[src/rtl/icache_2way_if.sv]
// Fetch-side and memory-side signals of the two-way instruction cache.
// The master drives the inputs of the cache; the slave is the cache itself.
interface icache_2way_if #(
    parameter int LINE_W = 64
);
    logic              rdy;
    logic [31:0]       pc_addr;
    logic              flush;
    logic              hit;
    logic [31:0]       ins_out;
    logic              mem_valid;
    logic [LINE_W-1:0] ins_blk;
    logic              mem_en;
    logic [31:0]       addr_to_mem;

    modport master (
        output rdy, pc_addr, flush, mem_valid, ins_blk,
        input  hit, ins_out, mem_en, addr_to_mem
    );

    modport slave (
        input  rdy, pc_addr, flush, mem_valid, ins_blk,
        output hit, ins_out, mem_en, addr_to_mem
    );
endinterface

[src/rtl/icache_2way.sv]
// Two-way set-associative instruction cache with LRU replacement,
// whole-cache flush and a captured refill address.
module icache_2way #(
    parameter int ADDR_W   = 18,
    parameter int SET_BITS = 5,
    parameter int OFF_BITS = 1
) (
    input logic          clk,
    input logic          rst,
    icache_2way_if.slave bus
);
    localparam int SETS   = 1 << SET_BITS;
    localparam int LINE_W = 32 << OFF_BITS;
    localparam int LSB    = OFF_BITS + 2;
    localparam int TAG_W  = ADDR_W - SET_BITS - OFF_BITS - 2;

    typedef enum logic {IDLE, WAIT} state_t;

    state_t state_q, state_d;

    logic [SETS-1:0] valid0, valid1, lru;
    logic [TAG_W-1:0]  tag0  [SETS];
    logic [TAG_W-1:0]  tag1  [SETS];
    logic [LINE_W-1:0] data0 [SETS];
    logic [LINE_W-1:0] data1 [SETS];

    logic        mem_en_q, mem_en_d;
    logic [31:0] addr_q, addr_d;
    logic        drop_q, drop_d;

    logic                fill, lru_upd, clr_valid, clr_lru;
    logic [OFF_BITS-1:0] off;
    logic [SET_BITS-1:0] set_idx, fset;
    logic [TAG_W-1:0]    tag_in, ftag;
    logic                m0, m1, hit_way, victim;
    logic [LINE_W-1:0]   line;
    logic                unused_ok;

    assign off     = bus.pc_addr[LSB-1:2];
    assign set_idx = bus.pc_addr[LSB+SET_BITS-1:LSB];
    assign tag_in  = bus.pc_addr[ADDR_W-1:LSB+SET_BITS];
    assign fset    = addr_q[LSB+SET_BITS-1:LSB];
    assign ftag    = addr_q[ADDR_W-1:LSB+SET_BITS];

    assign unused_ok = ^{bus.pc_addr[1:0]};

    // Way 0 takes precedence should both ways ever match.
    assign m0      = valid0[set_idx] && (tag0[set_idx] == tag_in);
    assign m1      = valid1[set_idx] && (tag1[set_idx] == tag_in);
    assign hit_way = !m0;
    assign line    = m0 ? data0[set_idx] : data1[set_idx];

    assign bus.hit         = m0 | m1;
    assign bus.ins_out     = bus.hit ? line[{off, 5'b0} +: 32] : 32'h0;
    assign bus.mem_en      = mem_en_q;
    assign bus.addr_to_mem = addr_q;

    always_comb begin
        victim = lru[fset];
        if (!valid0[fset])
            victim = 1'b0;
        else if (!valid1[fset])
            victim = 1'b1;
    end

    always_ff @(posedge clk) begin
        if (rst)
            state_q <= IDLE;
        else if (bus.rdy)
            state_q <= state_d;
    end

    always_comb begin
        state_d   = state_q;
        mem_en_d  = mem_en_q;
        addr_d    = addr_q;
        drop_d    = drop_q;
        fill      = 1'b0;
        lru_upd   = 1'b0;
        clr_valid = 1'b0;
        clr_lru   = 1'b0;
        unique case (state_q)
            IDLE: begin
                if (bus.flush) begin
                    clr_valid = 1'b1;
                    clr_lru   = 1'b1;
                end else if (bus.hit) begin
                    lru_upd = 1'b1;
                end else begin
                    addr_d   = {bus.pc_addr[31:LSB], {LSB{1'b0}}};
                    mem_en_d = 1'b1;
                    state_d  = WAIT;
                end
            end
            WAIT: begin
                lru_upd = bus.hit;
                if (bus.flush) begin
                    clr_valid = 1'b1;
                    drop_d    = 1'b1;
                end
                if (bus.mem_valid) begin
                    fill     = !drop_q && !bus.flush;
                    mem_en_d = 1'b0;
                    drop_d   = 1'b0;
                    state_d  = IDLE;
                end
            end
            default: state_d = IDLE;
        endcase
    end

    always_ff @(posedge clk) begin
        if (rst) begin
            mem_en_q <= 1'b0;
            addr_q   <= '0;
            drop_q   <= 1'b0;
            valid0   <= '0;
            valid1   <= '0;
            lru      <= '0;
        end else if (bus.rdy) begin
            mem_en_q <= mem_en_d;
            addr_q   <= addr_d;
            drop_q   <= drop_d;
            if (clr_valid) begin
                valid0 <= '0;
                valid1 <= '0;
            end
            if (clr_lru)
                lru <= '0;
            if (lru_upd)
                lru[set_idx] <= ~hit_way;
            // Fill comes last so its LRU write beats a same-set hit update.
            if (fill) begin
                if (victim)
                    valid1[fset] <= 1'b1;
                else
                    valid0[fset] <= 1'b1;
                lru[fset] <= ~victim;
            end
        end
    end

    always_ff @(posedge clk) begin
        if (bus.rdy && fill) begin
            if (victim) begin
                data1[fset] <= bus.ins_blk;
                tag1[fset]  <= ftag;
            end else begin
                data0[fset] <= bus.ins_blk;
                tag0[fset]  <= ftag;
            end
        end
    end
endmodule

[src/flat_wrapper.sv]
// flat-port wrapper written by rule: the top's interface ports become plain ports
module icache_2way_flat 
#(
    parameter int ADDR_W   = 18,
    parameter int SET_BITS = 5,
    parameter int OFF_BITS = 1
)
  (clk, rst, bus_rdy, bus_pc_addr, bus_flush, bus_mem_valid, bus_ins_blk, bus_hit, bus_ins_out, bus_mem_en, bus_addr_to_mem);
  icache_2way_if bus_i ();
  input logic clk;
  input logic rst;
  input wire logic [$bits(bus_i.rdy)-1:0] bus_rdy;
  input wire logic [$bits(bus_i.pc_addr)-1:0] bus_pc_addr;
  input wire logic [$bits(bus_i.flush)-1:0] bus_flush;
  input wire logic [$bits(bus_i.mem_valid)-1:0] bus_mem_valid;
  input wire logic [$bits(bus_i.ins_blk)-1:0] bus_ins_blk;
  output wire logic [$bits(bus_i.hit)-1:0] bus_hit;
  output wire logic [$bits(bus_i.ins_out)-1:0] bus_ins_out;
  output wire logic [$bits(bus_i.mem_en)-1:0] bus_mem_en;
  output wire logic [$bits(bus_i.addr_to_mem)-1:0] bus_addr_to_mem;
  assign bus_i.rdy = bus_rdy;
  assign bus_i.pc_addr = bus_pc_addr;
  assign bus_i.flush = bus_flush;
  assign bus_i.mem_valid = bus_mem_valid;
  assign bus_i.ins_blk = bus_ins_blk;
  assign bus_hit = bus_i.hit;
  assign bus_ins_out = bus_i.ins_out;
  assign bus_mem_en = bus_i.mem_en;
  assign bus_addr_to_mem = bus_i.addr_to_mem;
  icache_2way #(.ADDR_W(ADDR_W), .SET_BITS(SET_BITS), .OFF_BITS(OFF_BITS)) u_core (.clk(clk), .rst(rst), .bus(bus_i));
endmodule
[config.mk]
export PLATFORM = sky130hd
export DESIGN_NAME = icache_2way_flat
export DESIGN_NICKNAME = d
export VERILOG_FILES = /design/src/rtl/icache_2way_if.sv /design/src/rtl/icache_2way.sv /design/src/flat_wrapper.sv
export SDC_FILE = /design/constraint.sdc
export NUM_CORES = 2
export LEC_CHECK = 0
export CAP_MARGIN = 10
export CORE_MARGIN = 2
export CORE_UTILIZATION = 40
export CTS_CLUSTER_SIZE = 12
export DETAILED_ROUTE_END_ITERATION = 6
export GPL_ROUTABILITY_DRIVEN = 0
export PLACE_DENSITY_LB_ADDON = 0.12
export SETUP_SLACK_MARGIN = 0.05
export SYNTH_ARGS = -nofsm -noshare
export SYNTH_HDL_FRONTEND = slang
export SYNTH_MEMORY_MAX_BITS = 65536
export SYNTH_SLANG_ARGS = --single-unit
export TNS_END_PERCENT = 50
[constraint.sdc]
create_clock -name clk -period 22.8 [get_ports clk]
set_input_delay 4.56 -clock clk [delete_from_list [all_inputs] [get_ports clk]]
set_output_delay 4.56 -clock clk [all_outputs]
set_load 0.05 [all_outputs]
==> impl_metrics.csv <==
group,metric,value,unit
outcome,run_status,"complete, but fails checks",
outcome,failing_checks,"design-rule violations",
synthesis,synth_edf_count,4736,
sta,setup-violations-final,0,
synthesis,ys_top_cells_by_area,"sky130_fd_sc_hd__edfxtp_1, sky130_fd_sc_hd__mux4_2, sky130_fd_sc_hd__mux2i_1",
clock_tree,tritoncts,"yes",
synthesis,synth.yosys.warnings,0,
clock_tree,post_cts_buffers,0,
synthesis,synth-seq-cells,4864,
clock_tree,largest_buffer_count_on_any_clock_path,4,
place,numPortBuffers,161,
synthesis,yosysTopAreaCell,"sky130_fd_sc_hd__edfxtp_1",
worst_setup_path,worst_ep_required_time,18240,ps
synthesis,yosys_most_used_dff,"sky130_fd_sc_hd__edfxtp_1",
cells_and_area,synthToLayoutAreaGrowth,13.7,%
hold_path,worst_hold_path_type,"reg2reg",
worst_setup_path,cp.arrival,11880,ps
sta,final_critical_path_time_including_i_o_delays_and_setup,16440,ps
job,max_cap_viol_count,0,
die,core.rowCount,251,
clock_tree,numCtsBuffers,531,
global_routing,antenna_found_initial,70,
clock_tree,clk_latency,1050,ps
global_routing,grt_pass1_wl,856000,um
drt,drt_pass1_iterations,7,
synthesis,yosys.area.top_type_share,76.0,%
sta,final_max_slew_viol_count,0,
drt,routed_wire_length_per_instance,40.1,um
synthesis,synth_sequential_area_ratio,77.3,%
worst_setup_path,critical_path.startpoint_type,"primary input",
pwr,powerDensity,87.7,nW/um^2
global_routing,grt_pass1_vias,98344,
drt,post_dr_vias_cell,6.28,
sta,slew-limit-headroom,15.1,%
clock_tree,cts.root.buffer_cell,"sky130_fd_sc_hd__clkbuf_16",
clock_tree,clock_sinks,4864,
drt,dr_total_vias,99882,
sta,fin_skew,38.6,ps
die,die_w,688,um
global_routing,grt.total_usage,26.5,%
cells_and_area,post-route-util,45.6,%
sta,rsz0062_at_grt,"no",
global_routing,globalRoute.totalOverflow,0,
die,boundaryPins,167,
synthesis,synthesis.instances,8841,
worst_setup_path,crit_path_end_kind,"output port",
drt,drc_viols,1,
worst_setup_path,path_class,"in2out",
synthesis,yosysUniqueCellTypes,86,
synthesis,async_flop_share,0,%
sta,tightest_slew,1270,ps
worst_setup_path,critical_path.max_fanout,105,
place,hpwlAfterDp,322000,um
synthesis,netlist_top_cells_count,"sky130_fd_sc_hd__edfxtp_1, sky130_fd_sc_hd__mux4_2, sky130_fd_sc_hd__o22ai_1",
cells_and_area,post_route_cells_drive_above_1_share,23.8,%
sta,setup_total_neg_slack,0,ps
sta,fmax,60.8,MHz
clock_tree,ctsHoldBuffers,0,
sta,min_period_over_period,72.1,%
drt,ant_nets,0,
clock_tree,htree_levels,6,
pwr,ir_drop,0.0853,mV
synthesis,syn_area_per_cell,21.2,sq um
pwr,power_leakage,66.7,nW
sta,finalHoldViolations,0,
die,floorplan.die_area,474000,sq um
die,placeableCoreArea,467000,sq um
die,start_util,40.1,%
clock_tree,postCtsResizedCells,0,
drt,routed_wirelength,638000,um
synthesis,syn_area,187000,sq um
die,chipHeight,688,um
clock_tree,clkSlewWorstSetupHoldPaths,50,ps
cells_and_area,finalNetCount,9397,
synthesis,yosys.cell_count.top_type,"sky130_fd_sc_hd__edfxtp_1",
global_routing,grt_max_degree,124,
drt,drt-initial-drc-count,13938,
==> worst max-delay path, stage by stage <==
cell	delay, ps
sky130_fd_sc_hd__buf_16	410
sky130_fd_sc_hd__buf_4	780
sky130_fd_sc_hd__buf_4	690
sky130_fd_sc_hd__buf_4	720
sky130_fd_sc_hd__buf_4	740
sky130_fd_sc_hd__buf_4	760
sky130_fd_sc_hd__mux4_2	340
sky130_fd_sc_hd__nand2_1	60
sky130_fd_sc_hd__nand2_1	120
sky130_fd_sc_hd__o22ai_1	70
sky130_fd_sc_hd__o21ai_0	210
sky130_fd_sc_hd__o211ai_1	200
sky130_fd_sc_hd__a21oi_1	480
sky130_fd_sc_hd__a21o_1	440
sky130_fd_sc_hd__clkdlybuf4s50_1	910
==> metrics by stage <==
step	std cells	setup slack, ps	total power, mW	instance area [sq um]	hold WS [ps]
global placement	14961	6220	10.8	197000	455
finish	15896	6360	18.7	213000	474
floorplan	8843	9840	10.5	187000	443
CTS	15874	6200	18.8	213000	471
detailed placement	14961	6200	10.8	197000	464
global route	15879	5840	19.2	213000	511
==> cells in the final DEF (no fill, tap or decap), drive strengths merged, types with 23 or more instances in the layout <==
master / netlist / routed
inv: 24 / 48
a31o: 29 / 29
o21ai: 149 / 149
a211oi: 23 / 23
mux2i: 333 / 333
nor4: 58 / 58
clkinv: 2 / 169
clkbuf: 222 / 705
nor3: 32 / 32
a31oi: 24 / 24
buf: 324 / 376
and2: 27 / 27
nand3: 35 / 35
edfxtp: 4736 / 4736
a21oi: 139 / 139
clkdlybuf4s50: 0 / 89
a2111oi: 23 / 23
o221ai: 46 / 46
mux4: 1116 / 1116
dfxtp: 128 / 128
nor2: 324 / 324
a21o: 28 / 28
a2bb2oi: 29 / 29
o22ai: 374 / 374
nand2: 328 / 328
==> layer usage <==
metal	share of wire, %	routed length (um)	vias up	global-route usage (%)
met5	0.0086	55	-	0
met4	3.1	19500	8	7.69
met2	48	306000	4936	43.1
met3	7.8	50000	962	3.69
met1	41	262000	55782	37.6
li1	-	-	38194	-
==> sequential cells by signal, summed over array words and instances (netlist names) <==
name / cells
u_core.bus.mem_en: 1
u_core.data0: 2048
u_core.drop_q: 1
u_core.bus.addr_to_mem: 29
u_core.tag1: 320
u_core.state_q: 1
u_core.valid0: 32
u_core.tag0: 320
u_core.valid1: 32
u_core.data1: 2048
u_core.lru: 32
==> area by class of cell <==
cell class / count / area, sq um
clock inverter: 209 / 1560
timing repair buffer: 466 / 4040
fill: 39300 / 254000
clock buffer: 704 / 14300
antenna: 22 / 55.1
multi-input combinational: 3407 / 40300
sequential: 4864 / 145000
tap: 6198 / 7750
inverter: 26 / 120
==> where the power goes <==
part	internal (mW)	total (mW)	switching, mW
Combinational	0.279	0.820	0.542
Clock	4.56	8.05	3.49
Sequential	9.81	9.82	0.00839
Total	14.6	18.7	4.04
==> final timing paths <==
kind                              from                   end  slack, ps  cells after the start
max                     bus_pc_addr[4]       bus_ins_out[23]       6360                     15
max reg2reg  u_core.bus.addr_to_mem[3]  u_core.data0[27][60]      15640                     13
min reg2reg          u_core.valid1[31]     u_core.valid1[31]        470                      2
min                  u_core.valid1[31]     u_core.valid1[31]        470                      2
==> cell families after synthesis <==
| logic type | count (synthesis) | share of synthesized area, % |
|---|---|---|
| buf+inv | 572 | 1.47 |
| compound gates | 1021 | 3.63 |
| other cells | 1 | 0.00200 |
| xor+xnor | 12 | 0.0561 |
| flops | 4864 | 77.3 |
| mux | 1465 | 15.3 |
| simple gates | 906 | 2.22 |
Note: power is estimated with default switching activity, not from simulation.
